### config.mk
export PLATFORM = sky130hd
export DESIGN_NAME = spi_master_tx
export DESIGN_NICKNAME = d
export VERILOG_FILES = /design/src/rtl/spi_master_tx.sv
export SDC_FILE = /design/constraint.sdc
export NUM_CORES = 1
export LEC_CHECK = 0
export CAP_MARGIN = 30
export CORE_MARGIN = 1
export CORE_UTILIZATION = 57
export CTS_BUF_LIST = sky130_fd_sc_hd__clkbuf_16
export DETAILED_ROUTE_END_ITERATION = 10
export PLACE_DENSITY = 0.92
export RECOVER_POWER = 100
export SLEW_MARGIN = 25
export SYNTH_ARGS = -nofsm -noshare
export SYNTH_HDL_FRONTEND = slang
export SYNTH_SLANG_ARGS = --single-unit
### constraint.sdc
create_clock -name clk -period 3.18 [get_ports clk]
set_clock_uncertainty 0.1 [all_clocks]
set_input_delay 0.477 -clock clk [delete_from_list [all_inputs] [get_ports clk]]
set_output_delay 0.477 -clock clk [all_outputs]
set_load 0.05 [all_outputs]
### src/rtl/spi_master_tx.sv
// ----------------------------------------------------------------------------
// spi_master_tx
//   SPI initiator, mode 0 (SCLK idles low), MSB first. One frame sends exactly
//   MSB clock pulses with CS low and simultaneously shifts MISO in; the
//   received word appears on rx_data together with the done pulse.
//
// Parameters
//   MSB     word width in bits (>= 2)
//   CLKDIV  clk cycles per SCLK half-period (>= 1); SCLK = clk / (2*CLKDIV)
//
// Ports
//   clk      in   system clock, all logic on posedge
//   rst      in   synchronous reset, active high
//   start    in   frame request, sampled only while busy = 0
//   data     in   word to send, captured when start is accepted
//   busy     out  frame in progress, including the CS-high gap
//   done     out  one-cycle pulse at frame completion
//   rx_data  out  word shifted in from miso, valid from done until next done
//   sclk     out  SPI clock
//   cs       out  chip select, active low
//   mosi     out  serial data out
//   miso     in   serial data in
//
// Frame timing: cs low (2*MSB+1)*CLKDIV cycles, busy high (2*MSB+2)*CLKDIV
// cycles, one IDLE cycle minimum between frames when start is held high.
// ----------------------------------------------------------------------------
module spi_master_tx #(
  parameter int unsigned MSB    = 8,
  parameter int unsigned CLKDIV = 2
) (
  input  logic           clk,
  input  logic           rst,
  input  logic           start,
  input  logic [MSB-1:0] data,
  output logic           busy,
  output logic           done,
  output logic [MSB-1:0] rx_data,
  output logic           sclk,
  output logic           cs,
  output logic           mosi,
  input  logic           miso
);

  localparam int unsigned CW = $clog2(CLKDIV + 1);
  localparam int unsigned BW = $clog2(MSB);

  typedef enum logic [2:0] {
    S_IDLE = 3'd0,
    S_LOW  = 3'd1,
    S_HIGH = 3'd2,
    S_HOLD = 3'd3,
    S_GAP  = 3'd4
  } state_t;

  // Registered state
  state_t          r_state;
  logic [CW-1:0]   r_phase;
  logic [BW-1:0]   r_bitcnt;
  logic [MSB-1:0]  r_shift;
  logic [MSB-1:0]  r_rx_shift;
  logic [MSB-1:0]  r_rx_data;
  logic            r_sclk;
  logic            r_cs;
  logic            r_busy;
  logic            r_done;

  // Next-state values
  state_t          w_state_nxt;
  logic [CW-1:0]   w_phase_nxt;
  logic [BW-1:0]   w_bitcnt_nxt;
  logic [MSB-1:0]  w_shift_nxt;
  logic [MSB-1:0]  w_rx_shift_nxt;
  logic [MSB-1:0]  w_rx_data_nxt;
  logic            w_sclk_nxt;
  logic            w_cs_nxt;
  logic            w_busy_nxt;
  logic            w_done_nxt;
  logic            w_phase_end;

  // Last cycle of the current CLKDIV-long phase
  assign w_phase_end = (r_phase == CW'(CLKDIV - 1));

  // mosi is the top bit of the tx shift register; the register is cleared
  // when the frame leaves HOLD so mosi is 0 in GAP and IDLE.
  assign mosi    = r_shift[MSB-1];
  assign sclk    = r_sclk;
  assign cs      = r_cs;
  assign busy    = r_busy;
  assign done    = r_done;
  assign rx_data = r_rx_data;

  // Next-state and next-output logic
  always_comb begin
    w_state_nxt    = r_state;
    w_phase_nxt    = r_phase;
    w_bitcnt_nxt   = r_bitcnt;
    w_shift_nxt    = r_shift;
    w_rx_shift_nxt = r_rx_shift;
    w_rx_data_nxt  = r_rx_data;
    w_sclk_nxt     = r_sclk;
    w_cs_nxt       = r_cs;
    w_busy_nxt     = r_busy;
    w_done_nxt     = 1'b0;

    unique case (r_state)
      S_IDLE: begin
        w_sclk_nxt = 1'b0;
        w_cs_nxt   = 1'b1;
        if (start) begin
          w_state_nxt  = S_LOW;
          w_phase_nxt  = '0;
          w_bitcnt_nxt = BW'(MSB - 1);
          w_shift_nxt  = data;
          w_cs_nxt     = 1'b0;
          w_busy_nxt   = 1'b1;
        end
      end

      S_LOW: begin
        if (w_phase_end) begin
          // Rising sclk edge: miso is captured on the same clk edge
          w_state_nxt    = S_HIGH;
          w_phase_nxt    = '0;
          w_sclk_nxt     = 1'b1;
          w_rx_shift_nxt = {r_rx_shift[MSB-2:0], miso};
        end else begin
          w_phase_nxt = r_phase + CW'(1);
        end
      end

      S_HIGH: begin
        if (w_phase_end) begin
          // Falling sclk edge: the only point where mosi may advance
          w_phase_nxt = '0;
          w_sclk_nxt  = 1'b0;
          if (r_bitcnt != '0) begin
            w_state_nxt  = S_LOW;
            w_bitcnt_nxt = r_bitcnt - BW'(1);
            w_shift_nxt  = {r_shift[MSB-2:0], 1'b0};
          end else begin
            w_state_nxt = S_HOLD;
          end
        end else begin
          w_phase_nxt = r_phase + CW'(1);
        end
      end

      S_HOLD: begin
        if (w_phase_end) begin
          // End of CS hold: release cs, publish received word
          w_state_nxt   = S_GAP;
          w_phase_nxt   = '0;
          w_cs_nxt      = 1'b1;
          w_shift_nxt   = '0;
          w_rx_data_nxt = r_rx_shift;
          w_done_nxt    = 1'b1;
        end else begin
          w_phase_nxt = r_phase + CW'(1);
        end
      end

      S_GAP: begin
        if (w_phase_end) begin
          w_state_nxt = S_IDLE;
          w_phase_nxt = '0;
          w_busy_nxt  = 1'b0;
        end else begin
          w_phase_nxt = r_phase + CW'(1);
        end
      end

      default: begin
        w_state_nxt = S_IDLE;
        w_phase_nxt = '0;
        w_sclk_nxt  = 1'b0;
        w_cs_nxt    = 1'b1;
        w_shift_nxt = '0;
        w_busy_nxt  = 1'b0;
      end
    endcase
  end

  // State and output registers
  always_ff @(posedge clk) begin
    if (rst) begin
      r_state    <= S_IDLE;
      r_phase    <= '0;
      r_bitcnt   <= '0;
      r_shift    <= '0;
      r_rx_shift <= '0;
      r_rx_data  <= '0;
      r_sclk     <= 1'b0;
      r_cs       <= 1'b1;
      r_busy     <= 1'b0;
      r_done     <= 1'b0;
    end else begin
      r_state    <= w_state_nxt;
      r_phase    <= w_phase_nxt;
      r_bitcnt   <= w_bitcnt_nxt;
      r_shift    <= w_shift_nxt;
      r_rx_shift <= w_rx_shift_nxt;
      r_rx_data  <= w_rx_data_nxt;
      r_sclk     <= w_sclk_nxt;
      r_cs       <= w_cs_nxt;
      r_busy     <= w_busy_nxt;
      r_done     <= w_done_nxt;
    end
  end

endmodule

======== Word level (Yosys, flattened, before mapping) ========
Index checks and enable logic that the tools add are counted.
operators by class
  add/sub/neg operators ................... 2
  multipliers ............................. 0
  divide/modulo/power cells ............... 0
  $lt $le $gt $ge ......................... 0
  equality and inequality tests ........... 11
  shifts and indexed selects .............. 0
  multiplexer cells ....................... 27
  bitwise logic cells ..................... 5
  reductions and logical operators ........ 17
operators by type and width
  kind                   number
  $mux W8                4
  $pmux W8 S4            1
  $mux W3                8
  $pmux W3 S5            1
  $ne A2 B2 Y1 const B   6
  $reduce_and A5 Y1      2
  $pmux W1 S3            3
  $eq A3 B2 Y1 const B   2
  $mux W2                3
  $pmux W3 S2            1
  $reduce_and A2 Y1      3
  $reduce_and A3 Y1      2
  $reduce_or A2 Y1       3
  $reduce_or A3 Y1       2
  $mux W1                5
  $not A1 Y1             5
  $pmux W2 S2            1
  $reduce_and A4 Y1      1
  $reduce_or A4 Y1       1
  $eq A3 B1 Y1 const B   1
  $eq A3 B3 Y1 const B   1
  $logic_not A3 Y1       1
  $reduce_bool A3 Y1     1
  $sub A3 B1 Y3 const B  1
  3 further kinds        3
word-level totals
  register bits ........................... 36
  bits in latches ......................... 0
  bits in writable memories ............... 0
  ROM bits ................................ 0
  input port bits ......................... 12
  output and inout port bits .............. 13
  logic and storage cells ................. 72
  memories kept ........................... 0

======== Depth between registers and ports, before layout ========
Gate-level depths: netlist of run 1.
  depth in word-level cells ............... 4
  gate-level depth with buffers ........... 6
  depth with buffers taken out ............ 6

======== Worst setup path after synthesis of run 1 ========
OpenSTA, ideal clock, no wires.
  path type ............................... reg-to-reg
  start ................................... register r_bitcnt[0]
  end ..................................... register r_shift[0]
  library setup time ...................... 72 ps
  arrival time ............................ 1,528 ps
  data required time ...................... 3,008 ps
  path slack .............................. 1,480 ps
  cell stages (with the launch flop) ...... 7
  buffers on the path ..................... 0
  period minus slack after synthesis ...... 1,700 ps
  path through ............................ dfxtp_1 -> inv_1 -> ha_1 -> nand2b_1 -> a21o_1 -> a221oi_4 -> mux2i_1
between the ends
  cells in the longest elaborated chain, start to end .. 3
ends and longest elaborated chain
  element                      RTL line  text
  from (decl)                  58        logic [BW-1:0] r_bitcnt;
  from (signal assigned)       199       r_bitcnt <= w_bitcnt_nxt;
  $reduce_bool A3 Y1           136       if (r_bitcnt != '0) begin
  $ne A2 B2 Y1 (no line)       --
  $reduce_and A5 Y1 (no line)  --
  to (signal assigned)         200       r_shift <= w_shift_nxt;
  to (decl)                    59        logic [MSB-1:0] r_shift;
Every way passes these cells.
A chain may end at the register's enable or synchronous reset.

======== Worst setup path after layout of run 1 ========
  start ................................... register r_state[1]
  end ..................................... register r_shift[1]
between the ends
  cells in the longest elaborated chain, start to end .. 4
  elaborated cells between the ends (all ways) .. 13
  those cells by class .................... eq/ne: 8; mux: 1; bitwise: 1; reduce/logical: 3
ends and longest elaborated chain
  element                                              RTL line  text
  from (decl)                                          56        state_t r_state;
  from (signal assigned)                               197       r_state <= w_state_nxt;
  $eq A3 B3 Y1 / $eq A3 B1 Y1 (equally long branches)  105       unique case (r_state)
  $reduce_or A2 Y1 (no line)                           --
  $not A1 Y1 (no line)                                 --
  $reduce_and A5 Y1 (no line)                          --
Parallel ways exist; a longest one is shown, timed or not.

==> results of run 1 <==
==> stage by stage <==
step | worst slack, ns | total power, mW | hold slack [ns]
after CTS | 0.5945 | 1.188 | 0.3802
after detailed placement | 0.7355 | 0.6351 | 0.3704
after global placement | 0.8956 | 0.6255 | 0.3544
final | 0.6311 | 1.186 | 0.3821
after global routing | 0.5097 | 1.215 | 0.3968
after floorplan | 1.480 | 0.5919 | 0.3360
==> cells in the final DEF (no fill, tap or decap), types with 3 or more instances in the layout <==
master	count
mux2i_1	16
nand2b_1	10
nor2b_1	5
nand2_1	17
dlygate4sd3_1	13
a21oi_1	12
mux2_2	7
clkdlybuf4s50_1	11
nand3b_1	3
o21ai_0	6
nor2_1	15
clkbuf_16	5
nor3_1	3
dfxtp_1	36
nand3_1	10
inv_1	3
==> worst min-delay path, stage by stage, from the launching register on <==
cell and delay (ns):
dfxtp_1 0.31, nand2b_1 0.06, mux2i_1 0.06
==> sequential cells by signal, summed over array words and instances, names as in the netlist <==
signal      count
r_state         3
sclk            1
rx_data         8
r_phase         2
r_shift         8
cs              1
done            1
r_bitcnt        3
busy            1
r_rx_shift      8
==> kinds of logic (layout without fill, tap and decap cells) <==
family | after synthesis | count (layout) | synth area share
simple gates | 73 | 73 | 0.2277
flops | 36 | 36 | 0.4387
compound gates | 33 | 33 | 0.1386
mux | 23 | 23 | 0.1455
buf+inv | 14 | 36 | 0.03427
fa+ha+maj | 2 | 2 | 0.01523
==> layer usage <==
metal,vias up,GRT usage,wire length (um)
met2,58,0.4544,1970
met4,0,0.1071,94
met5,-,0,0
met3,13,0.08837,232
met1,672,0.3086,1560
li1,682,-,-
==> power by group <==
group          internal [mW]  switching (mW)  total [mW]
Clock                  0.368           0.192       0.559
Combinational         0.0603          0.0778       0.138
Sequential             0.469          0.0194       0.488
Total                  0.897           0.289        1.19
==> cell type report <==
type	count	share of cell area
clock inverters	3	0.02080
multi-input cells	131	0.4202
inverters	3	0.005505
repair buffers	25	0.1211
well taps	31	0.01896
clock buffers	5	0.06116
flip-flops and latches	36	0.3523
==> worst max-delay path by stage <==
stage / end / slack [ns] / cells after the start
3_3_place_gp: r_rx_shift[4]$_SDFFE_PP0P_ / 0.90 / 4
4_1_cts: r_rx_shift[0]$_SDFFE_PP0P_ / 0.59 / 4
5_1_grt: r_shift[1]$_SDFFE_PP0P_ / 0.51 / 3
2_1_floorplan: r_shift[0]$_SDFFE_PP0P_ / 1.48 / 6
3_5_place_dp: r_rx_shift[7]$_SDFFE_PP0P_ / 0.74 / 4
6_report: r_shift[1]$_SDFFE_PP0P_ / 0.63 / 3
==> flow_summary.json, run 1 <==
{
  "clockRootBuffer": "clkbuf_16",
  "core.rowCount": 19,
  "dp.cells": 226,
  "yosysSeqAreaShare": 0.4387,
  "num_vias": 1425,
  "cts_tree": "built",
  "hold_path_class": "reg -> reg",
  "ys.flop_type": "dfxtp_1",
  "crit_chain": "nor3_1 > a221oi_2 > mux2i_1",
  "htreeDepth": 2,
  "r2r_slack_ns": 0.63,
  "finalCriticalPeriod_ns": 2.549,
  "synthArstFlopShare": 0,
  "synth_seq_cells": 36,
  "flow.area_growth_from_synthesis_pct": 24.52,
  "post-dp-hpwl_um": 2434,
  "timing.rr.start": "r_state[1]$_SDFFE_PP0P_",
  "clkTransAtPathRegs_ns": 0.06,
  "leakagePower_nw": 0.8014,
  "yosys-top-cells-count": "dfxtp_1 (36), nand2_1 (17), mux2i_1 (16)",
  "ios": 25,
  "reg2reg_to": "r_shift[1]$_SDFFE_PP0P_",
  "grt_use_total": 0.2672,
  "setup_tns_ns": 0,
  "routed_via_density": 6.090,
  "syn_inst": 181,
  "power.density_nw_per_um2": 579.6,
  "multiInputGateArea_um2": 859.6,
  "timing.critical_path.buf_inv": 0,
  "antenna_left": 0,
  "synth_warnings": 0,
  "routedWlPerCell_um": 16.49,
  "grt_antenna_before_repair": 0,
  "clockBufferDepth": 2,
  "initial_core_util": 0.6009,
  "utilization": 0.7483,
  "fin_cells": 234,
  "tightest_slew_ns": 1.010,
  "cp.required_ns": 3.27,
  "synth.most_common_cell": "dfxtp_1",
  "crit_path_max_fanout": 25,
  "worstSetupPathType": "reg -> reg",
  "postCtsResizedCells": 0,
  "dpl-instance-area_um2": 1884,
  "cts_num_sinks": 36,
  "drt_pass1_iterations": 4,
  "slowest_delay_ns": 0.91,
  "layout-drive-gt1-share": 0.09360,
  "synth_enable_flop_cells": 0,
  "drc_errors": 0,
  "period_share": 0.8015,
  "crit_slowest_cell": "a221oi_2",
  "cts_made_buffers": 5,
  "ys_types": 35,
  "grt_pass1_wl_um": 6451,
  "antenna_cells": 0,
  "cts_setup_buffers": 0,
  "min-delay-start": "r_shift[3]$_SDFFE_PP0P_",
  "clk_latency_ns": 0.28,
  "min_to": "r_shift[3]$_SDFFE_PP0P_",
  "ir_drop_mv": 0.6258,
  "rr_worst_depth": 3,
  "fin_area_um2": 2046,
  "worstPathArrival_ns": 2.64,
  "die_w_um": 55.69,
  "die_y_um": 55.69,
  "synthTopCellsByArea": "dfxtp_1 (44%), mux2i_1 (9.7%), mux2_2 (4.8%)",
  "gp_congestion": 0.8980,
  "slew_headroom": 0.3269,
  "grt_pass1_vias": 1410,
  "setup_viol": 0,
  "hold_buffers": 0,
  "grt_overflow": 0,
  "die_area_um2": 3101,
  "max_freq_ghz": 0.3923,
  "yosysTopAreaCell": "dfxtp_1",
  "status": "completed",
  "syn-cell-area_um2": 1643,
  "rsz0062_at_grt": "false",
  "nets": 216,
  "cap_violations": 0,
  "grt_max_degree": 38,
  "avgSynthCellArea_um2": 9.076,
  "finalHoldViolCount": 0,
  "drv_slew": 0,
  "core_area_um2": 2734,
  "syn_nets": 195,
  "yosysTopAreaCellShare": 0.4387,
  "fillers": 177,
  "holdPathStages": 2,
  "seq_area_um2": 720.7,
  "critPathLaunch": "r_state[1]$_SDFFE_PP0P_",
  "start_kind": "register",
  "cp_top_family": "compound AO/OA/AOI/OAI gates",
  "drt_iter0_drc": 66,
  "cp-end-kind": "register",
  "postRouteWirelength_um": 3858,
  "portBuffers": 24
}
(Power assumes the default switching activity.)
==> inputs of run 2 (changes only) <==
--- a/config.mk
+++ b/config.mk
@@ -7,10 +7,10 @@
 export LEC_CHECK = 0
 export CAP_MARGIN = 30
 export CORE_MARGIN = 1
-export CORE_UTILIZATION = 57
+export CORE_UTILIZATION = 47
 export CTS_BUF_LIST = sky130_fd_sc_hd__clkbuf_16
 export DETAILED_ROUTE_END_ITERATION = 10
-export PLACE_DENSITY = 0.92
+export PLACE_DENSITY = 0.82
 export RECOVER_POWER = 100
 export SLEW_MARGIN = 25
 export SYNTH_ARGS = -nofsm -noshare
==> constraint.sdc (replaced) <==
create_clock -name clk -period 2.06 [get_ports clk]
set_clock_uncertainty 0.1 [all_clocks]
set_input_delay 0.309 -clock clk [delete_from_list [all_inputs] [get_ports clk]]
set_output_delay 0.309 -clock clk [all_outputs]
set_load 0.05 [all_outputs]
==> flow_summary.json, run 2 (same netlist as run 1, synthesis figures left out) <==
{
  "crit_path_max_fanout": 4,
  "setup_tns_ns": 0,
  "postRouteWirelength_um": 3230,
  "clockRootBuffer": "clkbuf_16",
  "fillers": 284,
  "grt_antenna_before_repair": 0,
  "ios": 25,
  "timing.critical_path.buf_inv": 1,
  "cp-end-kind": "output port",
  "period_share": 0.9394,
  "rsz0062_at_grt": "false",
  "grt_overflow": 0,
  "hold_buffers": 0,
  "finalHoldViolCount": 0,
  "hold-worst-slack_ns": 0.3707,
  "postCtsResizedCells": 0,
  "grt_pass1_wl_um": 5175,
  "start_kind": "register",
  "layout-drive-gt1-share": 0.1185,
  "power.density_nw_per_um2": 856.1,
  "clockBufferDepth": 2,
  "worstPathArrival_ns": 1.53,
  "cts_num_sinks": 36,
  "ir_drop_mv": 0.5074,
  "slowest_delay_ns": 0.90,
  "gp_congestion": 0.8547,
  "antenna_left": 0,
  "seq_area_um2": 720.7,
  "multiInputGateArea_um2": 865.8,
  "grt_use_total": 0.1877,
  "grt_pass1_vias": 1148,
  "worstSetupPathType": "reg -> out",
  "crit_slowest_cell": "dlygate4sd3_1",
  "die_w_um": 61.12,
  "final_common_cell": "dfxtp_1",
  "fin_cells": 257,
  "clkTransAtPathRegs_ns": 0.05,
  "drc_errors": 0,
  "portBuffers": 24,
  "dp.cells": 249,
  "antenna_cells": 0,
  "die_y_um": 61.12,
  "core_area_um2": 3337,
  "slew_headroom": 0.6405,
  "cap_violations": 0,
  "tightest_slew_ns": 0.5352,
  "status": "completed",
  "finalCriticalPeriod_ns": 1.935,
  "nets": 224,
  "cts_made_buffers": 5,
  "clk_latency_ns": 0.27,
  "setup_viol": 0,
  "crit_chain": "dlygate4sd3_1",
  "cts_tree": "built",
  "die_area_um2": 3736,
  "routed_via_density": 5.284,
  "grt_max_degree": 17,
  "cp_top_family": "buffers and inverters",
  "num_vias": 1358,
  "initial_core_util": 0.4923,
  "cp.required_ns": 1.65,
  "htreeDepth": 2,
  "drt_iter0_drc": 41,
  "mostFrequentLayoutCells": "dfxtp_1 (36), nand2_1 (17), mux2i_1 (16)",
  "hold_path_class": "reg -> reg",
  "routedWlPerCell_um": 12.57,
  "leakagePower_nw": 0.8339,
  "flow.area_growth_from_synthesis_pct": 29.32,
  "drv_slew": 0,
  "cts_setup_buffers": 0,
  "post-dp-hpwl_um": 2189,
  "drt_pass1_iterations": 4,
  "core.rowCount": 21,
  "max_freq_ghz": 0.5167
}
## run 2: cell types whose count changed in the layout (fill, tap and decap cells not counted), sizes merged
cell,change
buf,+6
clkbuf,+2
clkdlybuf4s50,-1
dlygate4sd3,+1
## run 2: layer usage
metal | up-vias | track usage | routed length, um
met5 | - | 0 | 0
met4 | 0 | 0.08766 | 25
met3 | 2 | 0.04622 | 110
met2 | 29 | 0.2950 | 1510
met1 | 635 | 0.2425 | 1583
li1 | 692 | - | -
## run 2: worst paths after layout
| kind | start | depth (start not counted) | slack (ns) | endpoint |
|---|---|---|---|---|
| max | sclk$_SDFFE_PP0P_ | 1 | 0.12 | sclk |
| min | r_rx_shift[4]$_SDFFE_PP0P_ | 2 | 0.37 | r_rx_shift[4]$_SDFFE_PP0P_ |
| max reg2reg | r_state[0]$_SDFFE_PP0P_ | 5 | 0.27 | r_rx_shift[7]$_SDFFE_PP0P_ |
| min reg2reg | r_rx_shift[4]$_SDFFE_PP0P_ | 2 | 0.37 | r_rx_shift[4]$_SDFFE_PP0P_ |
## run 2: layout make-up
class | count | area share
clock inverter | 3 | 0.02002
sequential | 36 | 0.3392
multi-input combinational | 131 | 0.4075
tap | 46 | 0.02709
timing repair buffer | 33 | 0.1419
inverter | 3 | 0.005300
clock buffer | 5 | 0.05889
## run 2: power by group
group / internal, mW / switching [mW] / leakage [nW]
sequential: 0.724 / 0.0244 / 0.293
combinational: 0.104 / 0.123 / 0.461
clock: 0.567 / 0.277 / 0.0798
total: 1.39 / 0.424 / 0.834
## run 2: per-stage QoR
| stage | area (um^2) | power [mW] | worst slack [ns] | util |
|---|---|---|---|---|
| after global placement | 1963 | 0.9872 | 0.3046 | 0.5883 |
| final | 2125 | 1.819 | 0.1248 | 0.6367 |
| after global routing | 2125 | 1.887 | 0.1066 | 0.6367 |
| after detailed placement | 1963 | 0.9909 | 0.2679 | 0.5883 |
| after floorplan | 1643 | 0.9138 | 0.3602 | - |
| after CTS | 2131 | 1.839 | 0.1789 | 0.6385 |
